### config.mk
export PLATFORM = sky130hd
export DESIGN_NAME = edit_ctrl_flat
export DESIGN_NICKNAME = d
export VERILOG_FILES = /design/src/rtl/edit_ctrl_pkg.sv /design/src/rtl/edit_ctrl_if.sv /design/src/rtl/edit_ctrl_cursor_pos.sv /design/src/rtl/edit_ctrl.sv /design/src/flat_wrapper.sv
export SDC_FILE = /design/constraint.sdc
export NUM_CORES = 1
export LEC_CHECK = 0
export BUFFER_PORTS_ARGS = -buffer_cell sky130_fd_sc_hd__buf_2
export CAP_MARGIN = 20
export CORE_MARGIN = 8
export CORE_UTILIZATION = 50
export CTS_BUF_LIST = sky130_fd_sc_hd__clkbuf_4
export DETAILED_ROUTE_END_ITERATION = 10
export PLACE_DENSITY = 0.78
export SYNTH_ARGS = -nofsm -noshare
export SYNTH_HDL_FRONTEND = slang
export SYNTH_SLANG_ARGS = --single-unit
### constraint.sdc
create_clock -name clk -period 2.03 [get_ports clk]
set_input_delay 0.609 -clock clk [delete_from_list [all_inputs] [get_ports clk]]
set_output_delay 0.609 -clock clk [all_outputs]
set_load 0.05 [all_outputs]
### src/rtl/edit_ctrl_pkg.sv
// Shared definitions for the text-edit controller: FSM state encoding,
// ASCII control codes and a width helper.
package edit_ctrl_pkg;

    typedef enum logic [1:0] {
        ST_IDLE     = 2'd0,
        ST_WR_CHAR  = 2'd1,
        ST_WR_SPACE = 2'd2
    } state_e;

    localparam logic [7:0] ASCII_BS    = 8'h08;
    localparam logic [7:0] ASCII_SPACE = 8'h20;

    // Index width for a range of n values, never narrower than one bit.
    function automatic int clog2_min1(input int n);
        return (n > 1) ? $clog2(n) : 1;
    endfunction

endpackage

### src/rtl/edit_ctrl_if.sv
// Character-buffer write port: request/acknowledge handshake with address and data.
interface edit_ctrl_if #(
    parameter int AW = 5
) ();

    logic          wr_req;
    logic          wr_ack;
    logic [AW-1:0] wr_addr;
    logic [7:0]    wr_dat;

    modport master (output wr_req, output wr_addr, output wr_dat, input  wr_ack);
    modport slave  (input  wr_req, input  wr_addr, input  wr_dat, output wr_ack);

endinterface

### src/rtl/edit_ctrl_cursor_pos.sv
// Cursor row/column register with left/right/down moves.
// Build option CURSOR_WRAP_EN: moving right off the last column wraps to the next row.
module edit_ctrl_cursor_pos
    import edit_ctrl_pkg::*;
#(
    parameter  int COLS = 16,
    parameter  int ROWS = 2,
    localparam int RW   = clog2_min1(ROWS),
    localparam int CW   = clog2_min1(COLS)
) (
    input  logic          clk,
    input  logic          i_arst_n,
    input  logic          i_clr,
    input  logic          i_left,
    input  logic          i_right,
    input  logic          i_down,
    output logic [RW-1:0] o_row,
    output logic [CW-1:0] o_col
);

    localparam logic [RW-1:0] ROW_MAX = RW'(ROWS - 1);
    localparam logic [CW-1:0] COL_MAX = CW'(COLS - 1);

    logic [RW-1:0] r_row;
    logic [CW-1:0] r_col;
    logic [RW-1:0] w_row_inc;

    assign w_row_inc = (r_row == ROW_MAX) ? '0 : r_row + 1'b1;

    // NOTE: state registers use non-blocking assignment so every flop samples pre-edge values.
    always_ff @(posedge clk or negedge i_arst_n) begin
        if (!i_arst_n) begin
            r_row <= '0;
            r_col <= '0;
        end else if (i_clr) begin
            r_row <= '0;
            r_col <= '0;
        end else if (i_left) begin
            if (r_col != '0) begin
                r_col <= r_col - 1'b1;
            end else if (r_row != '0) begin
                r_row <= r_row - 1'b1;
                r_col <= COL_MAX;
            end
        end else if (i_right) begin
            if (r_col != COL_MAX) begin
                r_col <= r_col + 1'b1;
            end else begin
`ifdef CURSOR_WRAP_EN
                r_row <= w_row_inc;
                r_col <= '0;
`else
                r_col <= r_col;
`endif
            end
        end else if (i_down) begin
            r_row <= w_row_inc;
        end
    end

    assign o_row = r_row;
    assign o_col = r_col;

endmodule

### src/rtl/edit_ctrl.sv
// Text-edit controller: turns character and cursor strobes into buffer writes.
// Build option CURSOR_WRAP_EN selects right-edge wrap (default: saturate).
module edit_ctrl
    import edit_ctrl_pkg::*;
#(
    parameter  int COLS = 16,
    parameter  int ROWS = 2,
    parameter  int AW   = 5,
    localparam int RW   = clog2_min1(ROWS),
    localparam int CW   = clog2_min1(COLS)
) (
    input  logic            clk,
    input  logic            i_arst_n,
    input  logic            i_sclr,
    input  logic [7:0]      i_ascii,
    input  logic            i_ascii_en,
    input  logic            i_right_en,
    input  logic            i_down_en,
    input  logic            i_left_en,
    edit_ctrl_if.master     wr_if,
    output logic [RW-1:0]   o_cur_row,
    output logic [CW-1:0]   o_cur_col,
    output logic            o_busy,
    output logic            o_drop
);

    state_e        r_state;
    logic          r_wr_req;
    logic [AW-1:0] r_wr_addr;
    logic [7:0]    r_wr_dat;
    logic          r_drop;

    state_e        w_state_nxt;
    logic          w_req_nxt;
    logic [AW-1:0] w_addr_nxt;
    logic [7:0]    w_dat_nxt;
    logic          w_drop_nxt;
    logic          w_mv_left;
    logic          w_mv_right;
    logic          w_mv_down;
    logic [RW-1:0] w_row;
    logic [CW-1:0] w_col;
    logic [AW-1:0] w_cur_addr;
    logic [2:0]    w_n_strobes;
    logic          w_at_origin;

    edit_ctrl_cursor_pos #(.COLS(COLS), .ROWS(ROWS)) u_cursor_pos (
        .clk      (clk),
        .i_arst_n (i_arst_n),
        .i_clr    (i_sclr),
        .i_left   (w_mv_left),
        .i_right  (w_mv_right),
        .i_down   (w_mv_down),
        .o_row    (w_row),
        .o_col    (w_col)
    );

    assign w_cur_addr  = AW'(w_row) * AW'(COLS) + AW'(w_col);
    assign w_at_origin = (w_row == '0) && (w_col == '0);
    assign w_n_strobes = 3'(i_ascii_en) + 3'(i_left_en) + 3'(i_right_en) + 3'(i_down_en);

    // NOTE: every output of this block gets a default first, so no path can infer a latch.
    always_comb begin
        w_state_nxt = r_state;
        w_req_nxt   = r_wr_req;
        w_addr_nxt  = r_wr_addr;
        w_dat_nxt   = r_wr_dat;
        w_drop_nxt  = 1'b0;
        w_mv_left   = 1'b0;
        w_mv_right  = 1'b0;
        w_mv_down   = 1'b0;
        case (r_state)
            ST_IDLE: begin
                // Only one strobe is accepted; any others this cycle share one drop pulse.
                w_drop_nxt = (w_n_strobes > 3'd1);
                if (i_ascii_en) begin
                    if (i_ascii != ASCII_BS) begin
                        w_req_nxt   = 1'b1;
                        w_addr_nxt  = w_cur_addr;
                        w_dat_nxt   = i_ascii;
                        w_state_nxt = ST_WR_CHAR;
                    end else if (!w_at_origin) begin
                        w_mv_left   = 1'b1;
                        w_state_nxt = ST_WR_SPACE;
                    end
                end else if (i_left_en) begin
                    w_mv_left = 1'b1;
                end else if (i_right_en) begin
                    w_mv_right = 1'b1;
                end else if (i_down_en) begin
                    w_mv_down = 1'b1;
                end
            end
            ST_WR_CHAR: begin
                w_drop_nxt = (w_n_strobes != 3'd0);
                if (wr_if.wr_ack) begin
                    w_req_nxt   = 1'b0;
                    w_mv_right  = 1'b1;
                    w_state_nxt = ST_IDLE;
                end
            end
            ST_WR_SPACE: begin
                w_drop_nxt = (w_n_strobes != 3'd0);
                // First cycle here the cursor has just stepped left; issue the blank at it.
                if (!r_wr_req) begin
                    w_req_nxt  = 1'b1;
                    w_addr_nxt = w_cur_addr;
                    w_dat_nxt  = ASCII_SPACE;
                end else if (wr_if.wr_ack) begin
                    w_req_nxt   = 1'b0;
                    w_state_nxt = ST_IDLE;
                end
            end
            default: begin
                w_state_nxt = ST_IDLE;
                w_req_nxt   = 1'b0;
            end
        endcase
    end

    always_ff @(posedge clk or negedge i_arst_n) begin
        if (!i_arst_n) begin
            r_state   <= ST_IDLE;
            r_wr_req  <= 1'b0;
            r_wr_addr <= '0;
            r_wr_dat  <= 8'h00;
            r_drop    <= 1'b0;
        end else if (i_sclr) begin
            r_state   <= ST_IDLE;
            r_wr_req  <= 1'b0;
            r_wr_addr <= '0;
            r_wr_dat  <= 8'h00;
            r_drop    <= 1'b0;
        end else begin
            r_state   <= w_state_nxt;
            r_wr_req  <= w_req_nxt;
            r_wr_addr <= w_addr_nxt;
            r_wr_dat  <= w_dat_nxt;
            r_drop    <= w_drop_nxt;
        end
    end

    assign wr_if.wr_req  = r_wr_req;
    assign wr_if.wr_addr = r_wr_addr;
    assign wr_if.wr_dat  = r_wr_dat;
    assign o_cur_row     = w_row;
    assign o_cur_col     = w_col;
    assign o_busy        = (r_state != ST_IDLE);
    assign o_drop        = r_drop;

endmodule

### src/flat_wrapper.sv
// flat-port wrapper written by rule: the top's interface ports become plain ports
module edit_ctrl_flat import edit_ctrl_pkg::*;
#(
    parameter  int COLS = 16,
    parameter  int ROWS = 2,
    parameter  int AW   = 5,
    localparam int RW   = clog2_min1(ROWS),
    localparam int CW   = clog2_min1(COLS)
)
  (clk, i_arst_n, i_sclr, i_ascii, i_ascii_en, i_right_en, i_down_en, i_left_en, o_cur_row, o_cur_col, o_busy, o_drop, wr_if_wr_req, wr_if_wr_addr, wr_if_wr_dat, wr_if_wr_ack);
  edit_ctrl_if #(.AW(AW)) wr_if_i ();
  input  logic clk;
  input  logic i_arst_n;
  input  logic i_sclr;
  input  logic [7:0] i_ascii;
  input  logic i_ascii_en;
  input  logic i_right_en;
  input  logic i_down_en;
  input  logic i_left_en;
  output logic [RW-1:0] o_cur_row;
  output logic [CW-1:0] o_cur_col;
  output logic o_busy;
  output logic o_drop;
  output wire logic [$bits(wr_if_i.wr_req)-1:0] wr_if_wr_req;
  output wire logic [$bits(wr_if_i.wr_addr)-1:0] wr_if_wr_addr;
  output wire logic [$bits(wr_if_i.wr_dat)-1:0] wr_if_wr_dat;
  input wire logic [$bits(wr_if_i.wr_ack)-1:0] wr_if_wr_ack;
  assign wr_if_wr_req = wr_if_i.wr_req;
  assign wr_if_wr_addr = wr_if_i.wr_addr;
  assign wr_if_wr_dat = wr_if_i.wr_dat;
  assign wr_if_i.wr_ack = wr_if_wr_ack;
  edit_ctrl #(.COLS(COLS), .ROWS(ROWS), .AW(AW)) u_core (.clk(clk), .i_arst_n(i_arst_n), .i_sclr(i_sclr), .i_ascii(i_ascii), .i_ascii_en(i_ascii_en), .i_right_en(i_right_en), .i_down_en(i_down_en), .i_left_en(i_left_en), .wr_if(wr_if_i), .o_cur_row(o_cur_row), .o_cur_col(o_cur_col), .o_busy(o_busy), .o_drop(o_drop));
endmodule
==> results.cfg <==
[yosys]
netlist_top_cells_area = dfrtp_1 (36%), ha_1 (9.1%), mux2i_1 (6.6%)
syn_nets = 188
seq_area_frac_synth_pct = 36.3
yosysMostFrequentCell = dfrtp_1
ys_ff_latch = 22
synth_top_cells_by_count = dfrtp_1 (22), inv_1 (19), nor2_1 (13), nand2_1 (12), ha_1 (11)
synth_edf_count = 0
yosysTopAreaCell = dfrtp_1
syn_area_sq_mm = 0.00152
ys_types = 46
synthCells = 160
syn_area_per_cell_sq_um = 9.48
ys_warn_count = 0
async_flop_share_pct = 100
netlist.area_leader.share_pct = 36.3
synth_top_flop_cell = dfrtp_1

[grt]
grt_max_degree = 23
gr-total-overflow = 0
grt_usage_pct = 15.4
antenna_found_initial = 0
grt_first_pass_wirelength_microns = 6350
grt_pass1_vias = 1411

[timing]
timing.fmax_mhz = 507
fin_skew_ns = 0.00455
hold_ws_ns = 0.244
finalSetupViolations = 0
fin_ws_ns = 0.0574
post-route-min-period_ns = 1.97
finalHoldViolCount = 0
finalCritPeriodShare_pct = 97.2
timing.final.max_slew_violations = 0
maxSlewHeadroom_pct = 66.4
worst_pin_slew_ns = 0.504

[final_layout]
layout-drive-gt1-share_pct = 39.6
area_growth_syn_to_layout_pct = 32.2
antenna_cells = 0
final_cell_area_sq_mm = 0.00200
fillCellCount = 254
nNetsFinal = 251

[run_status]
run_status = finished clean

[critical_path]
reg2reg_to = u_core.u_cursor_pos.o_col[2]$_DFFE_PN0P_
reg2reg_depth = 8
cp-end-kind = primary output
timing.rr.start = u_core.u_cursor_pos.o_col[0]$_DFFE_PN0P_
required_ns = 1.42
cp.arrival_ns = 1.36
crit_type = reg -> out
r2r_slack_ns = 0.06
worstSetupStartpointType = flop
critPathMaxFanout = 8

[route]
via_count = 1397
drt-total-wl_microns = 3870
avgRoutedWirePerCell_microns = 15.2
dr.pass1.iters = 4
viasPerCell = 5.48
drt_iter0_drc = 70
drcViolationCount = 0
ant_nets = 0

[power]
p_leak_nw = 1.04
p_int_w = 0.00135
power.switching_w = 0.00134
power_density_mw_per_mm2 = 1340
switching_share_pct = 49.8
pwr-share-seq_pct = 23.7
pwr-share-clk_pct = 7.7
total_power_w = 0.00268
ir_worst_vdd_mv = 0.684
power_frac_comb_pct = 68.7

[floorplanning]
initial_core_util_pct = 50.9
pin_count = 37
die_height_microns = 71.1
rows = 20
core_area_sq_mm = 0.00298
dieArea_sq_mm = 0.00505
die_w_microns = 71.1

[place]
pre_cts_ws_ns = -0.274
placed_area_sq_mm = 0.00193
port-buffer-count = 36
gp_congestion = 0.804
dp_hpwl_microns = 3030

[clock_network]
cts_tree = built
cts-root-buf = clkbuf_4
cts_made_buffers = 3
clock_latency_ns = 0.31
cts.clk_slew.worst_paths_ns = 0.12
cts.htree.levels = 1
numClockSinks = 22
clock_path_buffers = 2

[hold_path]
min_path_type = in -> async

[flow_run]
max_cap_viol_count = 0
cell type report:
cell class / instances / area (sq um) / area share [%]
multi-input cells: 113 / 908 / 45.3
flip-flops and latches: 22 / 553 / 27.6
repair buffers: 64 / 404 / 20.2
inverters: 19 / 71.3 / 3.56
well taps: 33 / 41.3 / 2.06
clock buffers: 3 / 22.5 / 1.12
clock inverters: 1 / 3.75 / 0.187
layer usage:
layer | share of wire (%) | global-route usage (%)
met1 | 42 | 17.3
met4 | 1.1 | 6.00
met5 | 0 | 0
met2 | 51 | 26.9
met3 | 6.3 | 3.95
what timing repair did:
item / 4_1_cts / 5_1_grt
hold buffers: 0 / 0
pin swaps: 0 / 3
setup buffers: 1 / 1
resized for setup: 3 / 5
endpoints found under the setup margin: 1 / 2
gates cloned: 0 / 0
cell families after synthesis:
logic type / after synthesis / synth area share, %
mux: 18 / 12.5
fa+ha+maj: 12 / 10.4
compound gates: 29 / 13.4
flops: 22 / 36.3
buf+inv: 25 / 6.93
simple gates: 54 / 20.4
cell usage in the layout, fill, tap and decap left out, types with 5 or more instances in the layout:
cell / count
ha_1: 8
a21oi_1: 9
nor2_1: 13
mux2_2: 5
mux2i_1: 10
buf_4: 26
buf_2: 35
nor2b_1: 5
dfrtp_1: 20
nand2_1: 12
inv_1: 15
nand2b_1: 6
stage by stage:
stage               cells  setup TNS, ns  utilization, %
floorplan             160        -0.0756               -
global placement      249         -0.454            65.0
detailed placement    249         -0.882            65.0
CTS                   254              0            66.4
global route          255        -0.0268            67.3
finish                255              0            67.3
registers in the layout, summed over array words and instances (netlist names):
register and cells:
u_core.u_cursor_pos.o_row 1, u_core.r_state 2, u_core.wr_if.wr_addr 5, u_core.o_drop 1, u_core.u_cursor_pos.o_col 4, u_core.wr_if.wr_req 1
u_core.wr_if.wr_dat 8
power by group through the flow:
stage / sequential (W) / combinational [W] / clock (W)
2_1_floorplan: 0.00105 / 0.000763 / 0
3_3_place_gp: 0.000639 / 0.00168 / 0
3_5_place_dp: 0.000647 / 0.00174 / 0
4_1_cts: 0.000632 / 0.00178 / 0.000215
5_1_grt: 0.000647 / 0.00199 / 0.000234
6_report: 0.000636 / 0.00184 / 0.000205
worst max-delay path by stage:
stage               cells past startpoint  slack, ns                                        to                                startpoint
floorplan                               8      -0.08                   u_core.o_drop$_DFF_PN0_                                 i_left_en
global placement                        9      -0.22                   u_core.o_drop$_DFF_PN0_                                 i_left_en
detailed placement                      9      -0.27                   u_core.o_drop$_DFF_PN0_                                 i_left_en
CTS                                     5      0.007                                    o_busy             u_core.r_state[0]$_DFFE_PN0P_
global route                            8      -0.02  u_core.u_cursor_pos.o_col[3]$_DFFE_PN0P_  u_core.u_cursor_pos.o_col[0]$_DFFE_PN0P_
finish                                  5       0.06                                    o_busy             u_core.r_state[1]$_DFFE_PN0P_
critical path, stage by stage (launching register included):
cell and delay (ns):
dfrtp_1 0.41, inv_1 0.09, ha_2 0.19, buf_6 0.13, inv_1 0.08, buf_6 0.16
Note: power is estimated with default switching activity, not from simulation.
